<file path="src/rtl/uart_cmd_frame_parser.sv">
// uart_cmd_frame_parser: HEAD|CMD|body|TAIL frame decoder with payload buffer.
// Build option FRAME_CHKSUM_EN adds an XOR checksum byte ahead of the tail.
module uart_cmd_frame_parser #(
    parameter int MAX_LEN     = 16,
    parameter int BLK_W       = 2,
    parameter int TIMEOUT_CYC = 50000,
    localparam int LEN_W      = $clog2(MAX_LEN + 1)
) (
    input  logic             clk,
    input  logic             rst_n,
    input  logic [7:0]       din,
    input  logic             din_vld,
    output logic             cmd_vld,
    input  logic             cmd_rdy,
    output logic [1:0]       cmd_op,
    output logic [BLK_W-1:0] cmd_blk,
    output logic [7:0]       cmd_addr,
    output logic [LEN_W-1:0] cmd_len,
    input  logic             pl_rd,
    output logic [7:0]       pl_dout,
    output logic             pl_empty,
    output logic             err_vld,
    output logic [2:0]       err_code
);

`ifdef FRAME_CHKSUM_EN
    localparam int BUF_N = MAX_LEN + 1;
`else
    localparam int BUF_N = MAX_LEN;
`endif
    localparam int CNT_W = $clog2(BUF_N + 1);
    localparam int IDX_W = (BUF_N > 1) ? $clog2(BUF_N) : 1;
    localparam int TO_W  = (TIMEOUT_CYC > 1) ? $clog2(TIMEOUT_CYC + 1) : 1;
    localparam int NBLK  = 1 << BLK_W;

    localparam logic [7:0] HEAD   = 8'h55;
    localparam logic [7:0] CMD_DL = 8'hAA;
    localparam logic [7:0] TL1    = 8'h04;
    localparam logic [7:0] TL2    = 8'h0D;

    localparam logic [1:0] OP_DL = 2'd0;
    localparam logic [1:0] OP_WR = 2'd1;
    localparam logic [1:0] OP_RD = 2'd2;

    localparam logic [2:0] E_CMD  = 3'd1;
    localparam logic [2:0] E_TAIL = 3'd2;
    localparam logic [2:0] E_OVF  = 3'd3;
    localparam logic [2:0] E_TMO  = 3'd4;
    localparam logic [2:0] E_OVR  = 3'd6;
`ifdef FRAME_CHKSUM_EN
    localparam logic [2:0] E_CHK  = 3'd5;
`endif

    typedef enum logic [2:0] {
        S_IDLE, S_CMD, S_ADDR, S_CHK,
        S_TAIL1, S_TAIL2, S_DATA, S_ESC
    } state_t;

    state_t           state, nxt;
    logic [CNT_W-1:0] wr_cnt;
    logic [TO_W-1:0]  tmo_cnt;
    logic [1:0]       op_q;
    logic [BLK_W-1:0] blk_q;
    logic [7:0]       addr_q;
    logic [LEN_W-1:0] com_len;
    logic [LEN_W-1:0] rd_idx;
    logic [LEN_W-1:0] commit_len;
    logic [7:0]       buf_q [BUF_N];

    logic             err_ev;
    logic [2:0]       err_c;
    logic [1:0]       st_n;
    logic [7:0]       wd0;
    logic             fin;
    logic             dl_start;
    logic             op_we;
    logic [1:0]       op_n;
    logic [BLK_W-1:0] blk_n;
    logic             addr_we;
    logic             blk_ok, is_dl, is_wr, is_rd;

`ifdef FRAME_CHKSUM_EN
    logic [7:0]       chk_acc, acc_n;
    assign commit_len = LEN_W'(wr_cnt - CNT_W'(1));
`else
    assign commit_len = LEN_W'(wr_cnt);
`endif

    assign blk_ok   = int'(din[3:0]) < NBLK;
    assign is_dl    = din == CMD_DL;
    assign is_wr    = din[7:4] == 4'h0 && blk_ok;
    assign is_rd    = din[7:4] == 4'h1 && blk_ok;
    assign pl_dout  = buf_q[IDX_W'(rd_idx)];
    assign pl_empty = rd_idx == com_len;

    // Frame FSM next state, buffer stores and error detection
    always_comb begin
        nxt      = state;
        err_ev   = 1'b0;
        err_c    = 3'd0;
        st_n     = 2'd0;
        wd0      = din;
        fin      = 1'b0;
        dl_start = 1'b0;
        op_we    = 1'b0;
        op_n     = OP_DL;
        blk_n    = '0;
        addr_we  = 1'b0;
`ifdef FRAME_CHKSUM_EN
        acc_n    = chk_acc;
`endif
        if (din_vld) begin
            unique case (state)
                S_IDLE: if (din == HEAD) nxt = S_CMD;
                S_CMD: begin
                    unique case (1'b1)
                        is_dl: begin
                            nxt      = S_DATA;
                            dl_start = 1'b1;
                            op_we    = 1'b1;
                        end
                        is_wr: begin
                            nxt   = S_ADDR;
                            op_we = 1'b1;
                            op_n  = OP_WR;
                            blk_n = din[BLK_W-1:0];
                        end
                        is_rd: begin
                            nxt   = S_ADDR;
                            op_we = 1'b1;
                            op_n  = OP_RD;
                            blk_n = din[BLK_W-1:0];
                        end
                        default: begin
                            err_ev = 1'b1;
                            err_c  = E_CMD;
                        end
                    endcase
                end
                S_ADDR: begin
                    addr_we = 1'b1;
`ifdef FRAME_CHKSUM_EN
                    nxt     = S_CHK;
`else
                    nxt     = S_TAIL1;
`endif
                end
                S_CHK: nxt = S_TAIL1;
                S_TAIL1: begin
                    if (din == TL1) begin
                        nxt = S_TAIL2;
                    end else begin
                        err_ev = 1'b1;
                        err_c  = E_TAIL;
                    end
                end
                S_TAIL2: begin
                    if (din == TL2) begin
                        nxt = S_IDLE;
                        fin = 1'b1;
                    end else begin
                        err_ev = 1'b1;
                        err_c  = E_TAIL;
                    end
                end
                S_DATA: begin
                    if (din == TL1) begin
                        nxt = S_ESC;
                    end else begin
                        st_n = 2'd1;
                    end
                end
                S_ESC: begin
                    // a 0x04 not followed by 0x0D was payload after all
                    wd0 = TL1;
                    if (din == TL2) begin
                        nxt = S_IDLE;
                        fin = 1'b1;
                    end else if (din == TL1) begin
                        st_n = 2'd1;
                    end else begin
                        st_n = 2'd2;
                        nxt  = S_DATA;
                    end
                end
                default: nxt = S_IDLE;
            endcase
`ifdef FRAME_CHKSUM_EN
            if (state == S_CMD) acc_n = din;
            if (state == S_ADDR || state == S_CHK) acc_n = chk_acc ^ din;
            if (st_n != 2'd0) acc_n = acc_n ^ wd0;
            if (st_n == 2'd2) acc_n = acc_n ^ din;
`endif
            if (int'(wr_cnt) + int'(st_n) > BUF_N) begin
                err_ev = 1'b1;
                err_c  = E_OVF;
            end
            if (fin && cmd_vld) begin
                err_ev = 1'b1;
                err_c  = E_OVR;
            end
`ifdef FRAME_CHKSUM_EN
            if (fin && acc_n != 8'h00) begin
                err_ev = 1'b1;
                err_c  = E_CHK;
            end
`endif
        end else if (state != S_IDLE && tmo_cnt == TO_W'(TIMEOUT_CYC - 1)) begin
            err_ev = 1'b1;
            err_c  = E_TMO;
        end
        if (err_ev) begin
            nxt  = S_IDLE;
            st_n = 2'd0;
            fin  = 1'b0;
        end
    end

    // State register, inter-byte timer and staged command fields
    always_ff @(posedge clk or negedge rst_n) begin
        if (!rst_n) begin
            state   <= S_IDLE;
            wr_cnt  <= '0;
            tmo_cnt <= '0;
            op_q    <= OP_DL;
            blk_q   <= '0;
            addr_q  <= '0;
        end else begin
            state   <= nxt;
            tmo_cnt <= (din_vld || state == S_IDLE) ? '0 : tmo_cnt + TO_W'(1);
            if (err_ev || dl_start) begin
                wr_cnt <= '0;
            end else begin
                wr_cnt <= wr_cnt + CNT_W'(st_n);
            end
            if (op_we) begin
                op_q   <= op_n;
                blk_q  <= blk_n;
                addr_q <= '0;
            end
            if (addr_we) addr_q <= din;
        end
    end

`ifdef FRAME_CHKSUM_EN
    // Running XOR over CMD..checksum
    always_ff @(posedge clk or negedge rst_n) begin
        if (!rst_n) chk_acc <= '0;
        else        chk_acc <= acc_n;
    end
`endif

    // Payload storage, up to two bytes per strobe when an escape resolves
    always_ff @(posedge clk or negedge rst_n) begin
        if (!rst_n) begin
            for (int i = 0; i < BUF_N; i++) buf_q[i] <= '0;
        end else begin
            if (st_n != 2'd0) buf_q[IDX_W'(wr_cnt)] <= wd0;
            if (st_n == 2'd2) buf_q[IDX_W'(wr_cnt + CNT_W'(1))] <= din;
        end
    end

    // Committed length and read pointer; commit beats a same-cycle pop
    always_ff @(posedge clk or negedge rst_n) begin
        if (!rst_n) begin
            com_len <= '0;
            rd_idx  <= '0;
        end else if (dl_start) begin
            com_len <= '0;
            rd_idx  <= '0;
        end else if (fin && op_q == OP_DL) begin
            com_len <= commit_len;
            rd_idx  <= '0;
        end else if (pl_rd && !pl_empty) begin
            rd_idx  <= rd_idx + LEN_W'(1);
        end
    end

    // Command output holding register and handshake
    always_ff @(posedge clk or negedge rst_n) begin
        if (!rst_n) begin
            cmd_vld  <= 1'b0;
            cmd_op   <= '0;
            cmd_blk  <= '0;
            cmd_addr <= '0;
            cmd_len  <= '0;
        end else if (fin) begin
            cmd_vld  <= 1'b1;
            cmd_op   <= op_q;
            cmd_blk  <= blk_q;
            cmd_addr <= addr_q;
            cmd_len  <= (op_q == OP_DL) ? commit_len : '0;
        end else if (cmd_vld && cmd_rdy) begin
            cmd_vld  <= 1'b0;
            cmd_op   <= '0;
            cmd_blk  <= '0;
            cmd_addr <= '0;
            cmd_len  <= '0;
        end
    end

    // Error pulse; code holds its last value
    always_ff @(posedge clk or negedge rst_n) begin
        if (!rst_n) begin
            err_vld  <= 1'b0;
            err_code <= '0;
        end else begin
            err_vld <= err_ev;
            if (err_ev) err_code <= err_c;
        end
    end

endmodule

</file>
<file path="config.mk">
export PLATFORM = sky130hd
export DESIGN_NAME = uart_cmd_frame_parser
export DESIGN_NICKNAME = d
export VERILOG_FILES = /design/src/rtl/uart_cmd_frame_parser.sv
export SDC_FILE = /design/constraint.sdc
export NUM_CORES = 1
export LEC_CHECK = 0
export ABC_AREA = 1
export ABC_CLOCK_PERIOD_IN_PS = 5200
export CORE_AREA = 4 4 149 151
export DETAILED_ROUTE_END_ITERATION = 16
export DIE_AREA = 0 0 153 155
export GPL_TIMING_DRIVEN = 0
export PLACE_DENSITY = 0.85
export SYNTH_ARGS = -nofsm -noshare
export SYNTH_HDL_FRONTEND = slang
export SYNTH_SLANG_ARGS = --single-unit
</file>
<file path="constraint.sdc">
create_clock -name clk -period 5.2 [get_ports clk]
set_input_delay 1.04 -clock clk [delete_from_list [all_inputs] [get_ports clk]]
set_output_delay 1.04 -clock clk [all_outputs]
set_load 0.01 [all_outputs]
</file>
Word level (Yosys, flattened, before mapping)

Cells that the tools add are included.

Register bits: 196
Input bits: 13
Output and inout port bits: 31

Add/subtract/negate cells: 5
$lt $le $gt $ge: 7
Eq/ne operators: 21
Muxes and demuxes: 84
Bitwise gates (word level): 3
Reduce and logical (&&, ||, !) cells: 27

Operators by type and width:

| cell                    | number |
|---|---|
| $bwmux W128             | 2 |
| $mux W128               | 2 |
| $mux W8                 | 10 |
| $demux W8 S4            | 2 |
| $mux W5                 | 9 |
| $mux W3                 | 12 |
| $bmux W8 S4             | 1 |
| $mux W2                 | 15 |
| $mux W1                 | 24 |
| $pmux W3 S7             | 1 |
| $add A16 B1 Y16 const B | 1 |
| $eq A16 B16 Y1 const B  | 1 |
| $mux W16                | 1 |
| $ge A5 B5 Y1 const B    | 3 |
| $not A4 Y5              | 3 |
| $eq A3 B3 Y1 const B    | 4 |
| $ne A3 B3 Y1 const B    | 4 |
| $lt A5 B1 Y1 const B    | 2 |
| $reduce_bool A2 Y1      | 5 |
| $logic_and A1 B1 Y1     | 9 |
| $pmux W3 S3             | 1 |
| $eq A8 B3 Y1 const B    | 1 |
| $eq A8 B4 Y1 const B    | 1 |
| $eq A8 B7 Y1 const B    | 1 |
| 25 further kinds        | 32 |

Depth between registers and ports, before layout

Gate-level depths: netlist of the first run.

Depth in word-level cells: 15
Mapped depth: 29

Least setup slack after synthesis of the first run

OpenSTA, ideal clock, no wires.

Path kind: input to register
Start point: in din[7]
End point: reg wr_cnt[3], in the netlist commit_len[3]
Library setup time: 0.072 ns
Data arrival time: 4.074 ns
Required time: 5.128 ns
Path slack: 1.054 ns
Stages on the path: 24
Cell sequence: buf_6 inv_4 nand2_4 nor2_4 nand2_2 o21ai_0 ha_1 ha_1 or2_2 nor2_1 nand3_1 nand2_2 nand3_2 nor2_2 buf_6 buf_6 buf_6 nand2_1 inv_1 ha_1 a21oi_1 nor2_1 xor2_1 nor2_1

Longest elaborated chain between the ends: 13
Elaborated cells between the ends (all ways): 34
Classes of those cells: 2 x add/sub; 1 x order compare; 4 x eq/ne; 21 x mux; 6 x reduce/logical

Ends and longest elaborated chain:

| what                 | line          | source |
|---|---|---|
| start, declared      | 11            | `input logic [7:0] din,` |
| $eq A8 B3 Y1         | 150, 167, 179 |  |
| $mux W2              | 179           | `end else if (din == TL1) begin` |
| $mux W2              | 176           | `if (din == TL2) begin` |
| $pmux W2 S2          | 113           | `unique case (state)` |
| $mux W2              | 112           | `if (din_vld) begin` |
| $add A5 B2 Y6        | 194           | `if (int'(wr_cnt) + int'(st_n) > BUF_N) begin` |
| $gt A6 B5 Y1         | 194           |  |
| $mux W1              | 194           |  |
| $mux W1              | 198           | `if (fin && cmd_vld) begin` |
| $mux W1              | 112           |  |
| $mux W2              | 212           | `if (err_ev) begin` |
| $add A5 B2 Y5        | 234           | `wr_cnt <= wr_cnt + CNT_W'(st_n);` |
| $mux W5 (*)          | 231           | `if (err_ev \|\| dl_start) begin` |
| end signal, assigned | 234           |  |
| end, declared        | 60            | `logic [CNT_W-1:0] wr_cnt;` |

Mark *: on every way between the ends. The rest lies on a longest branch, timed or not. The select of a mux whose other input is x is not followed.
A chain may end at the register's enable or synchronous reset.

Worst setup path in the final report of the first run

Start point: in din[6]
End point: reg wr_cnt[3], in the netlist commit_len[3]

Same word-level chain as after synthesis.

==> results of run 1 <==
## critical path: stages
cell	delay, ns
clkdlybuf4s50_1	0.43
inv_1	0.15
nand2_4	0.07
nor2_4	0.14
nand2_2	0.12
o21ai_0	0.35
ha_1	0.24
ha_1	0.22
or2_2	0.30
nor2_1	0.11
nand3_1	0.09
nand2_2	0.10
nand3_2	0.08
nor2_2	0.16
buf_6	0.23
buf_6	0.18
buf_6	0.15
nand2_1	0.05
inv_1	0.11
ha_1	0.24
a21oi_1	0.14
nor2_1	0.06
xor2_1	0.14
nor2_1	0.09
## sequential cells by signal (all words and copies together), names as in the netlist
register	count
buf_q	128
cmd_blk	2
cmd_op	2
op_q	2
err_vld	1
blk_q	2
err_code	3
cmd_vld	1
addr_q	8
cmd_addr	8
state	3
rd_idx	5
cmd_len	5
tmo_cnt	16
com_len	5
commit_len	5
## power groups by stage
stage / Clock (mW) / Combinational [mW] / Sequential [mW]
floorplan: 0 / 1.46 / 1.75
CTS: 1.45 / 2.24 / 1.74
detailed placement: 0 / 2.23 / 1.77
global route: 1.52 / 2.45 / 1.76
finish: 1.46 / 2.32 / 1.75
global placement: 0 / 2.19 / 1.77
## synthesized netlist by cell type (2+ instances only)
| cell type | n |
|---|---|
| a21oi_1 | 93 |
| a311o_1 | 8 |
| buf_1 | 4 |
| buf_12 | 12 |
| buf_2 | 45 |
| buf_4 | 3 |
| buf_6 | 7 |
| clkbuf_1 | 58 |
| clkinv_1 | 2 |
| clkinv_4 | 9 |
| dfrtp_1 | 196 |
| ha_1 | 6 |
| inv_1 | 202 |
| inv_2 | 4 |
| nand2_1 | 604 |
| nand2_2 | 5 |
| nand3_1 | 183 |
| nand3_2 | 8 |
| nand3_4 | 9 |
| nand4_1 | 6 |
| nor2_1 | 78 |
| nor2_2 | 2 |
| nor3_1 | 12 |
| nor3b_1 | 6 |
| nor4_1 | 4 |
| o211ai_1 | 128 |
| o21a_1 | 2 |
| o21ai_0 | 205 |
| o21ai_1 | 7 |
| o22ai_1 | 8 |
| xnor2_1 | 6 |
| xor2_1 | 6 |
## kinds of logic after synthesis
| kind of cell | count (synthesis) |
|---|---|
| adder cells (fa/ha/maj) | 7 |
| AO/OA/AOI/OAI | 454 |
| flip-flops | 196 |
| AND/OR/NAND/NOR | 923 |
| XOR/XNOR | 12 |
| buffers and inverters | 348 |
## layer usage
layer  vias to the layer above  global-route usage, %
li1                       6516                      -
met1                      6570                   51.5
met2                       950                   57.4
met3                       215                   8.93
met4                         0                   21.1
met5                         -                      0
## area by class of cell
| cell class | instances | share of cell area [%] |
|---|---|---|
| buffer | 130 | 5.49 |
| clock buffer | 17 | 2.87 |
| sequential | 196 | 33.1 |
| clock inverter | 15 | 1.43 |
| tap | 275 | 2.32 |
| multi-input combinational | 1396 | 46.1 |
| inverter | 218 | 5.84 |
| timing repair buffer | 40 | 2.85 |
## final timing paths
check	startpoint	endpoint	depth (start not counted)	slack, ns
min in group asynchronous	rst_n	buf_q[51]	1	0.60
max in group asynchronous	rst_n	commit_len[3]	2	3.54
hold / removal	err_code[1]	err_code[1]	2	0.49
setup reg to reg	state[2]	commit_len[3]	23	1.25
hold reg to reg	err_code[1]	err_code[1]	2	0.49
setup / recovery	din[6]	commit_len[3]	24	0.59
## cell usage in the layout (no fill, tap or decap), drive strengths merged
cell type,netlist,layout
o211ai,128,128
ha,6,6
o22ai,8,8
clkbuf,58,75
inv,207,217
a311o,8,8
or2,1,1
o21a,2,2
fa,1,1
a21oi,93,93
nand3b,1,1
nor2,81,81
nor3,12,12
nand3,200,200
and3,1,1
clkdlybuf4s50,0,38
bufinv,0,1
nand4,7,7
nor4,4,4
a41oi,1,1
a31oi,1,1
dfrtp,196,196
xnor2,6,6
nor3b,6,6
o2111ai,1,1
o21ai,212,212
buf,72,74
clkinv,11,15
nand2,610,610
xor2,6,6
## stage by stage
step	cells	total power, mW
final	2287	5.52
after detailed placement	2255	4.00
after CTS	2287	5.43
after global routing	2287	5.73
after global placement	2254	3.96
after floorplan	1940	3.21
==> results.md, run 1 <==
* Synth Area in XOR/XNOR at 0.783%
* Final WL at 45.6 mm
* Setup TNS at 0 ns
* Core Area at 0.0208 mm^2
* Total track usage at 38.2%
* Detail Route Antenna Nets at 0
* Via Count at 14251
* Sw Ratio at 42.6%
* Cells after synthesis at 1940
* Initial antenna violation count at 0
* CTS Sinks at 196
* Worst skew pair latency at 0.46 ns
* Combinational family with the most area after synthesis: simple AND/OR/NAND/NOR gates
* GR Overflow Total at 0
* TritonCTS clock tree: done
* Top cells by area, synth: dfrtp_1 (37%), nand2_1 (17%), o21ai_0 (7.6%)
* Achievable clock frequency at 217 MHz
* RSZ-0062 raised after global routing: no
* Clk_skew at 0.0144 ns
* Adder-cell share of the synthesized area at 0.708%
* CP Data Required Time at 5.59 ns
* Post-route setup slack at 0.595 ns
* Cell Area, Synth at 0.0134 mm^2
* Period utilization at 88.6%
* Synth Area in Simple Gates at 29.7%
* Internal Power at 3.17 mW
* Metal2 WL at 19.6 mm
* Row cnt at 53
* FILL cells at 1766
* Synth Warn # at 0
* WL/cell at 20.0 um
* Status: finished clean
* Drt via density at 6.23
* DRT iter0 DRCs at 1920
* Cell Area, Placed at 0.0142 mm^2
* # port buffers at 39
* Worst-path clk slew at 0.09 ns
* Leakage at 6.97 nW
* Gate power share at 42.0%
* Flops & latches, synth at 196
* NetSw at 2.36 mW
* Area fraction in compound gates after synthesis at 19.8%
* IO Pins at 44
* Post-CTS sizing at 0
* CTS buffer count at 17
* H-tree levels at 4
* Layout cells sized above 1 at 7.16%
* Root Driver: clkbuf_16
* Gpl congestion at 1.01
* Met1 WL at 17.7 mm
* Synth Flop Type: dfrtp_1
* Hold WC Path Type: register to register
* DR pass1 iterations at 7
* Largest net degree at the start of global routing at 111
* Global-route wire length before repair at 72.3 mm
* WL met3 at 5.42 mm
* Fin nets at 2019
* Syn_area_per_cell at 6.92 um^2
* Hold Buf Count CTS at 0
* Hold Vio Cnt, Final at 0
* Max-slew violation count at 0
* Clk buf depth at 2
* Pre-CTS setup slack at 0.158 ns
* Crit start category: input port
* Final setup fails at 0
* CP Max Fanout at 10
* Die area at 0.0237 mm^2
* Layout area overhead at 10.5%
* Post-synth top area cell: dfrtp_1
* Clock share of power at 26.4%
* Number of diodes at 0
* FF+latch area at 0.00490 mm^2
* Final Instance Area at 0.0148 mm^2
* Post-CTS setup buffer count at 0
* Initial core utilization at 64.5%
* Final Core Density at 71.2%
* Register area share after synthesis at 36.5%
* Post-synthesis mux area share at 0%
* Crit. End Element: register
* Post-synth cell types at 44
* Die Y at 155 um
* Top sig layer: met4
* Top cell type's share of synthesized area at 36.5%
* Slew @ Worst Pin at 1.01 ns
* Die X at 153 um
* Flop pwr share at 31.6%
* Post-synth EDFFs at 0
* Vias in the first global route at 13456
* Slew HR at 32.7%
* Power Dens Cells at 372 mW/mm^2
* Period minus WS final at 4.61 ns
* Fin Hold WS at 0.492 ns
* Area taken by multi-input logic gates at 0.00685 mm^2
* DRC Markers at 0
* Maxcap violations at 0
* WP data arrival at 4.99 ns
* Ys async rst share at 100%
* Syn Nets at 1960
* WS Path Type: input port to register
* HPWL after DPL at 31.0 mm
* Peak VDD IR at 0.275 mV
No activity file was read; power rests on OpenSTA's default activity.
==> run 2: changes to the inputs <==
==> config.mk (replaced) <==
export PLATFORM = sky130hd
export DESIGN_NAME = uart_cmd_frame_parser
export DESIGN_NICKNAME = d
export VERILOG_FILES = /design/src/rtl/uart_cmd_frame_parser.sv
export SDC_FILE = /design/constraint.sdc
export NUM_CORES = 1
export LEC_CHECK = 0
export ABC_AREA = 0
export ABC_CLOCK_PERIOD_IN_PS = 5200
export CORE_AREA = 4 4 126 128
export DETAILED_ROUTE_END_ITERATION = 16
export DIE_AREA = 0 0 130 132
export GPL_TIMING_DRIVEN = 0
export PLACE_DENSITY = 0.86
export SYNTH_ARGS = -nofsm -noshare
export SYNTH_HDL_FRONTEND = slang
export SYNTH_SLANG_ARGS = --single-unit
==> run 2 against run 1 <==
Against the previous run:
- count of clock-buffer cells in the layout grew 1
- cell count shrank 54%
- flip-flop and latch count is the same
- highest routed layer unchanged
==> results.md, run 2 <==
* Die X at 130 um
* Max reg flops at 128
* Drt via density at 7.23
* CTS buffer count at 17
* Status: finished clean
* DRT iter0 DRCs at 902
* Global-route wire length before repair at 43.3 mm
* IO Pins at 44
* Top-count cell post-synth: dfrtp_1
* DR pass1 iterations at 7
* Largest registers: buf_q: 128 flops, tmo_cnt: 16 flops
* Syn Nets at 817
* Final setup fails at 0
* Cells after synthesis at 797
* Clk buf depth at 2
* Fin nets at 880
* Synth Flop Type: dfrtp_1
* Achievable clock frequency at 199 MHz
* Slew @ Worst Pin at 1.15 ns
* Crit-path cells: clkdlybuf4s50_1 > buf_4 > nor4_4 > a21boi_1 > nor3_2 > ha_2 > ha_1 > nor2_2 > nand2_1 > o31ai_4 > o21ai_4 > a21oi_4 > buf_4 > and2_1 > ha_1 > fa_2 > nand2_1 > xor2_1 > nor3_1
* Top Family by Delay on Critical Path: simple AND/OR/NAND/NOR gates
* Met1 WL at 10.3 mm
* Worst skew pair latency at 0.45 ns
* # port buffers at 37
* Via Count at 7670
* Post-synth EDFFs at 0
* Cell Area, Placed at 0.0100 mm^2
* Register area share after synthesis at 52.2%
* CP Buf/Inv Count at 3
* Detail Route Antenna Nets at 0
* Final Core Density at 72.3%
* WL/cell at 26.1 um
* Cell Area, Synth at 0.00940 mm^2
* CP Data Required Time at 5.56 ns
* Final Instance Area at 0.0107 mm^2
* Crit start category: input port
* Crit. End Element: register
* Period utilization at 96.9%
* HPWL after DPL at 18.3 mm
* Synth cell count leaders: dfrtp_1 (196), a22o_1 (79), nand2_1 (68)
* GR Overflow Total at 0
* CP Max Fanout at 10
* Largest stage delay, worst path at 0.47 ns
* Root Driver: clkbuf_16
* Vias in the first global route at 7653
* Metal2 WL at 13.0 mm
* Slew HR at 23.2%
* Ys async rst share at 100%
* Final WL at 27.7 mm
* Layout area overhead at 14.3%
* Top cell type's share of synthesized area at 52.2%
* Leakage at 4.74 nW
* Clk_skew at 0.00847 ns
* TritonCTS clock tree: done
* Initial antenna violation count at 0
* Die Y at 132 um
* DRC Markers at 0
* Post-synth cell types at 63
* Fin Hold WS at 0.462 ns
* WL met3 at 2.86 mm
* Synth Warn # at 0
* Peak VDD IR at 0.250 mV
* Largest net degree at the start of global routing at 122
* Initial core utilization at 63.3%
* Top cells by area, synth: dfrtp_1 (52%), mux4_2 (9.6%), a22o_1 (7.4%)
* Setup TNS at 0 ns
* Max-slew violation count at 0
* Core Area at 0.0149 mm^2
* Hold Buf Count CTS at 0
* Final total power at 3.29 mW
* Power Dens Cells at 306 mW/mm^2
* Top sig layer: met4
* Row cnt at 45
* Hold Vio Cnt, Final at 0
* Commonest non-fill, non-tap cell in the layout: dfrtp_1
* Biggest register: buf_q
* Maxcap violations at 0
* Syn_area_per_cell at 11.8 um^2
* Flops & latches, synth at 196
* H-tree levels at 4
* Period minus WS final at 5.04 ns
* Worst-path clk slew at 0.07 ns
* Slowest stage cell, crit path: clkdlybuf4s50_1
* Post-synth top area cell: dfrtp_1
* Hold WC Path Type: register to register
* Layout cells sized above 1 at 13.9%
* Gpl congestion at 0.973
* Commonest non-fill, non-tap cells in the layout: dfrtp_1 (196), a22o_1 (79), nand2_1 (68), nor2_1 (51), mux4_2 (40)
* Die area at 0.0172 mm^2
* CTS Sinks at 196
* WS Path Type: input port to register
* Number of diodes at 0
* WP data arrival at 5.39 ns
* Total track usage at 33.4%
-- run 2: layer usage --
layer | up-vias | GRT usage (%)
met5 | - | 0
met3 | 127 | 9.76
met2 | 526 | 50.9
met1 | 3881 | 44.3
met4 | 0 | 15.7
li1 | 3136 | -
-- run 2: where the power goes --
group,internal (mW),switching [mW],total [mW]
sequential,1.58,0.0427,1.63
clock,0.737,0.633,1.37
combinational,0.111,0.181,0.292
total,2.43,0.857,3.29
-- run 2: cells by family after synthesis --
kind of cell	synth area share (%)
flops	52.2
fa+ha+maj	1.01
buf+inv	3.50
simple gates	12.9
mux	9.79
xor+xnor	2.51
compound gates	18.1
-- run 2: path summary, 6_finish.rpt --
kind,startpoint,endpoint,slack [ns],cells past startpoint
max in group asynchronous,rst_n,tmo_cnt[13],3.66,2
setup / recovery,din[0],commit_len[4],0.16,19
hold / removal,tmo_cnt[0],tmo_cnt[0],0.46,1
hold reg to reg,tmo_cnt[0],tmo_cnt[0],0.46,1
min in group asynchronous,rst_n,buf_q[24],0.56,1
setup reg to reg,state[0],commit_len[4],0.86,17
-- run 2: through the flow --
step / worst slack, ns / std cells
finish: 0.164 / 1061
global route: -0.00834 / 1061
CTS: 0.0340 / 1056
detailed placement: -1.02 / 1023
global placement: -4.48 / 1022
floorplan: 0.425 / 797
-- run 2: timing repair --
item / in CTS / in global routing
resized for setup: 6 / 10
endpoints found under the setup margin: 133 / 74
setup buffers: 1 / 5
pin swaps: 1 / 5
-- run 2: area by class of cell --
cell class / instances / area (um^2)
sequential: 196 / 4900
clock inverter: 14 / 164
inverter: 23 / 86.3
tap: 188 / 235
fill: 1042 / 4120
buffer: 55 / 249
clock buffer: 18 / 439
multi-input combinational: 523 / 4210
timing repair buffer: 44 / 450
==> run 3: changes to the inputs <==
--- a/config.mk
+++ b/config.mk
@@ -11,7 +11,8 @@
 export DETAILED_ROUTE_END_ITERATION = 16
 export DIE_AREA = 0 0 130 132
 export GPL_TIMING_DRIVEN = 0
-export PLACE_DENSITY = 0.86
+export PLACE_DENSITY = 0.83
 export SYNTH_ARGS = -nofsm -noshare
 export SYNTH_HDL_FRONTEND = slang
 export SYNTH_SLANG_ARGS = --single-unit
+export TNS_END_PERCENT = 100
==> run 3 against run 2 <==
Against the previous run:
- utilization shrank 0.55 points
- routed wire length shrank 5.5%
- sequential share of layout area grew 0.35 points
- via count shrank 0.98%
- flip-flop and latch count is the same
- worst hold slack gained 0.0075 ns
- critical path depth shrank 1
- register-to-register slack gained 0.10 ns
- total power shrank 4.9%
- die area is the same
- clock power shrank 11%
- count of clock-buffer cells in the layout grew 7
==> results.md, run 3 (synthesis gave the netlist of run 2 again) <==
* Final setup fails at 0
* Largest registers: buf_q: 128 flops, tmo_cnt: 16 flops
* FILL cells at 1007
* Clk buf depth at 2
* CTS buffer count at 17
* Layout cells sized above 1 at 13.0%
* Max reg flops at 128
* WS Path Type: input port to register
* Biggest register: buf_q
* Die area at 0.0172 mm^2
* Final Instance Area at 0.0107 mm^2
* WL/cell at 24.7 um
* Hold Vio Cnt, Final at 0
* RSZ-0062 raised after global routing: no
* Layout area overhead at 13.4%
* Number of diodes at 0
* Vias in the first global route at 7445
* Worst skew pair latency at 0.44 ns
* DRT iter0 DRCs at 1097
* WP data arrival at 5.30 ns
* Worst-path clk slew at 0.07 ns
* Placed instance count at 1023
* Row cnt at 45
* GR Overflow Total at 0
* Post-route setup slack at 0.200 ns
* Fin nets at 878
* Initial antenna violation count at 1
* Hold Buf Count CTS at 0
* Cell Area, Placed at 0.0100 mm^2
* Final total power at 3.13 mW
* TritonCTS clock tree: done
* IO Pins at 44
* Status: finished clean
* Initial core utilization at 63.3%
* Fin Hold WS at 0.470 ns
* # port buffers at 37
* Maxcap violations at 0
* Clk_skew at 0.00788 ns
* Leakage at 4.68 nW
* Global-route wire length before repair at 41.5 mm
* Die Y at 132 um
* Root Driver: clkbuf_16
* HPWL after DPL at 17.7 mm
* Setup TNS at 0 ns
* Gpl congestion at 1.01
* Final Core Density at 71.7%
* DRC Markers at 0
* Power Dens Cells at 293 mW/mm^2
* Detail Route Antenna Nets at 0
* Core Area at 0.0149 mm^2
* CP Max Fanout at 10
* Commonest non-fill, non-tap cell in the layout: dfrtp_1
* Period utilization at 96.2%
* Commonest non-fill, non-tap cells in the layout: dfrtp_1 (196), a22o_1 (79), nand2_1 (68), nor2_1 (52), clkbuf_1 (42)
* Peak VDD IR at 0.244 mV
* Via Count at 7595
* Pre-CTS setup slack at -1.13 ns
* H-tree levels at 4
* Die X at 130 um
* Crit start category: input port
* Total track usage at 31.7%
* Crit. End Element: register
* CP Data Required Time at 5.50 ns
* Final WL at 26.2 mm
* Achievable clock frequency at 200 MHz
* Slew @ Worst Pin at 0.960 ns
* DR pass1 iterations at 5
* Hold WC Path Type: register to register
* Period minus WS final at 5.00 ns
* Largest net degree at the start of global routing at 121
* Slew HR at 36.0%
* CTS Sinks at 196
* Drt via density at 7.17
* Max-slew violation count at 0
* Final non-filler cell total at 1059
run 3: cell types whose count changed in the layout (fill, tap and decap cells not counted), moves of 2 or more:
cell       delta
clkbuf_4      +2
clkbuf_1      +6
inv_8         -2
nor2_2        -2
buf_4         -4
inv_6         -5
bufinv_16     -2
run 3: report_power, final:
part	internal, mW	total, mW	switching [mW]	leakage, nW
clock network	0.639	1.22	0.581	0.248
registers	1.58	1.62	0.0374	2.65
logic	0.111	0.285	0.174	1.78
run 3: routing by layer:
layer  share of wire (%)  global-route usage, %  wire (um)
met2                  47                   47.7      12300
met4                 4.0                   12.5       1050
met5               0.050                      0         13
met3                  10                   8.83       2710
met1                  39                   44.1      10100
run 3: final cells by class:
cell class,instances,area (um^2),area share (%)
timing repair buffer,42,433,4.06
tap,188,235,2.21
clock buffer,25,475,4.46
clock inverter,7,50.0,0.469
multi-input combinational,523,4230,39.7
inverter,23,86.3,0.810
sequential,196,4900,46.0
buffer,55,249,2.34
run 3: path summary, 6_finish.rpt:
path / start / endpoint / slack, ns / cells past startpoint
setup / recovery: din[2] / commit_len[4] / 0.20 / 18
hold / removal: tmo_cnt[0] / tmo_cnt[0] / 0.47 / 1
setup reg to reg: state[0] / commit_len[4] / 0.96 / 17
hold reg to reg: tmo_cnt[0] / tmo_cnt[0] / 0.47 / 1
max in group asynchronous: rst_n / buf_q[94] / 3.65 / 2
min in group asynchronous: rst_n / rd_idx[0] / 0.56 / 1
run 3: critical path, cell delays in order:
cell and delay [ns]:
clkdlybuf4s50_1 0.64, nor4b_4 0.29, buf_4 0.20, a31oi_1 0.18, xnor2_1 0.20, ha_1 0.35
nor2_4 0.07, o211ai_1 0.24, nor2_1 0.11, a211oi_4 0.50, a21oi_4 0.12, clkbuf_4 0.22
and2_1 0.17, ha_1 0.21, fa_1 0.43, nand2_1 0.10, xor2_1 0.15, nor3_1 0.06
run 3: timing repair:
| item | CTS | global route |
|---|---|---|
| setup endpoints to repair | 158 | 31 |
| pin swaps | 0 | 5 |
| buffers inserted | 1 | 3 |
| gates resized for setup | 7 | 7 |
| gates cloned | 0 | 0 |
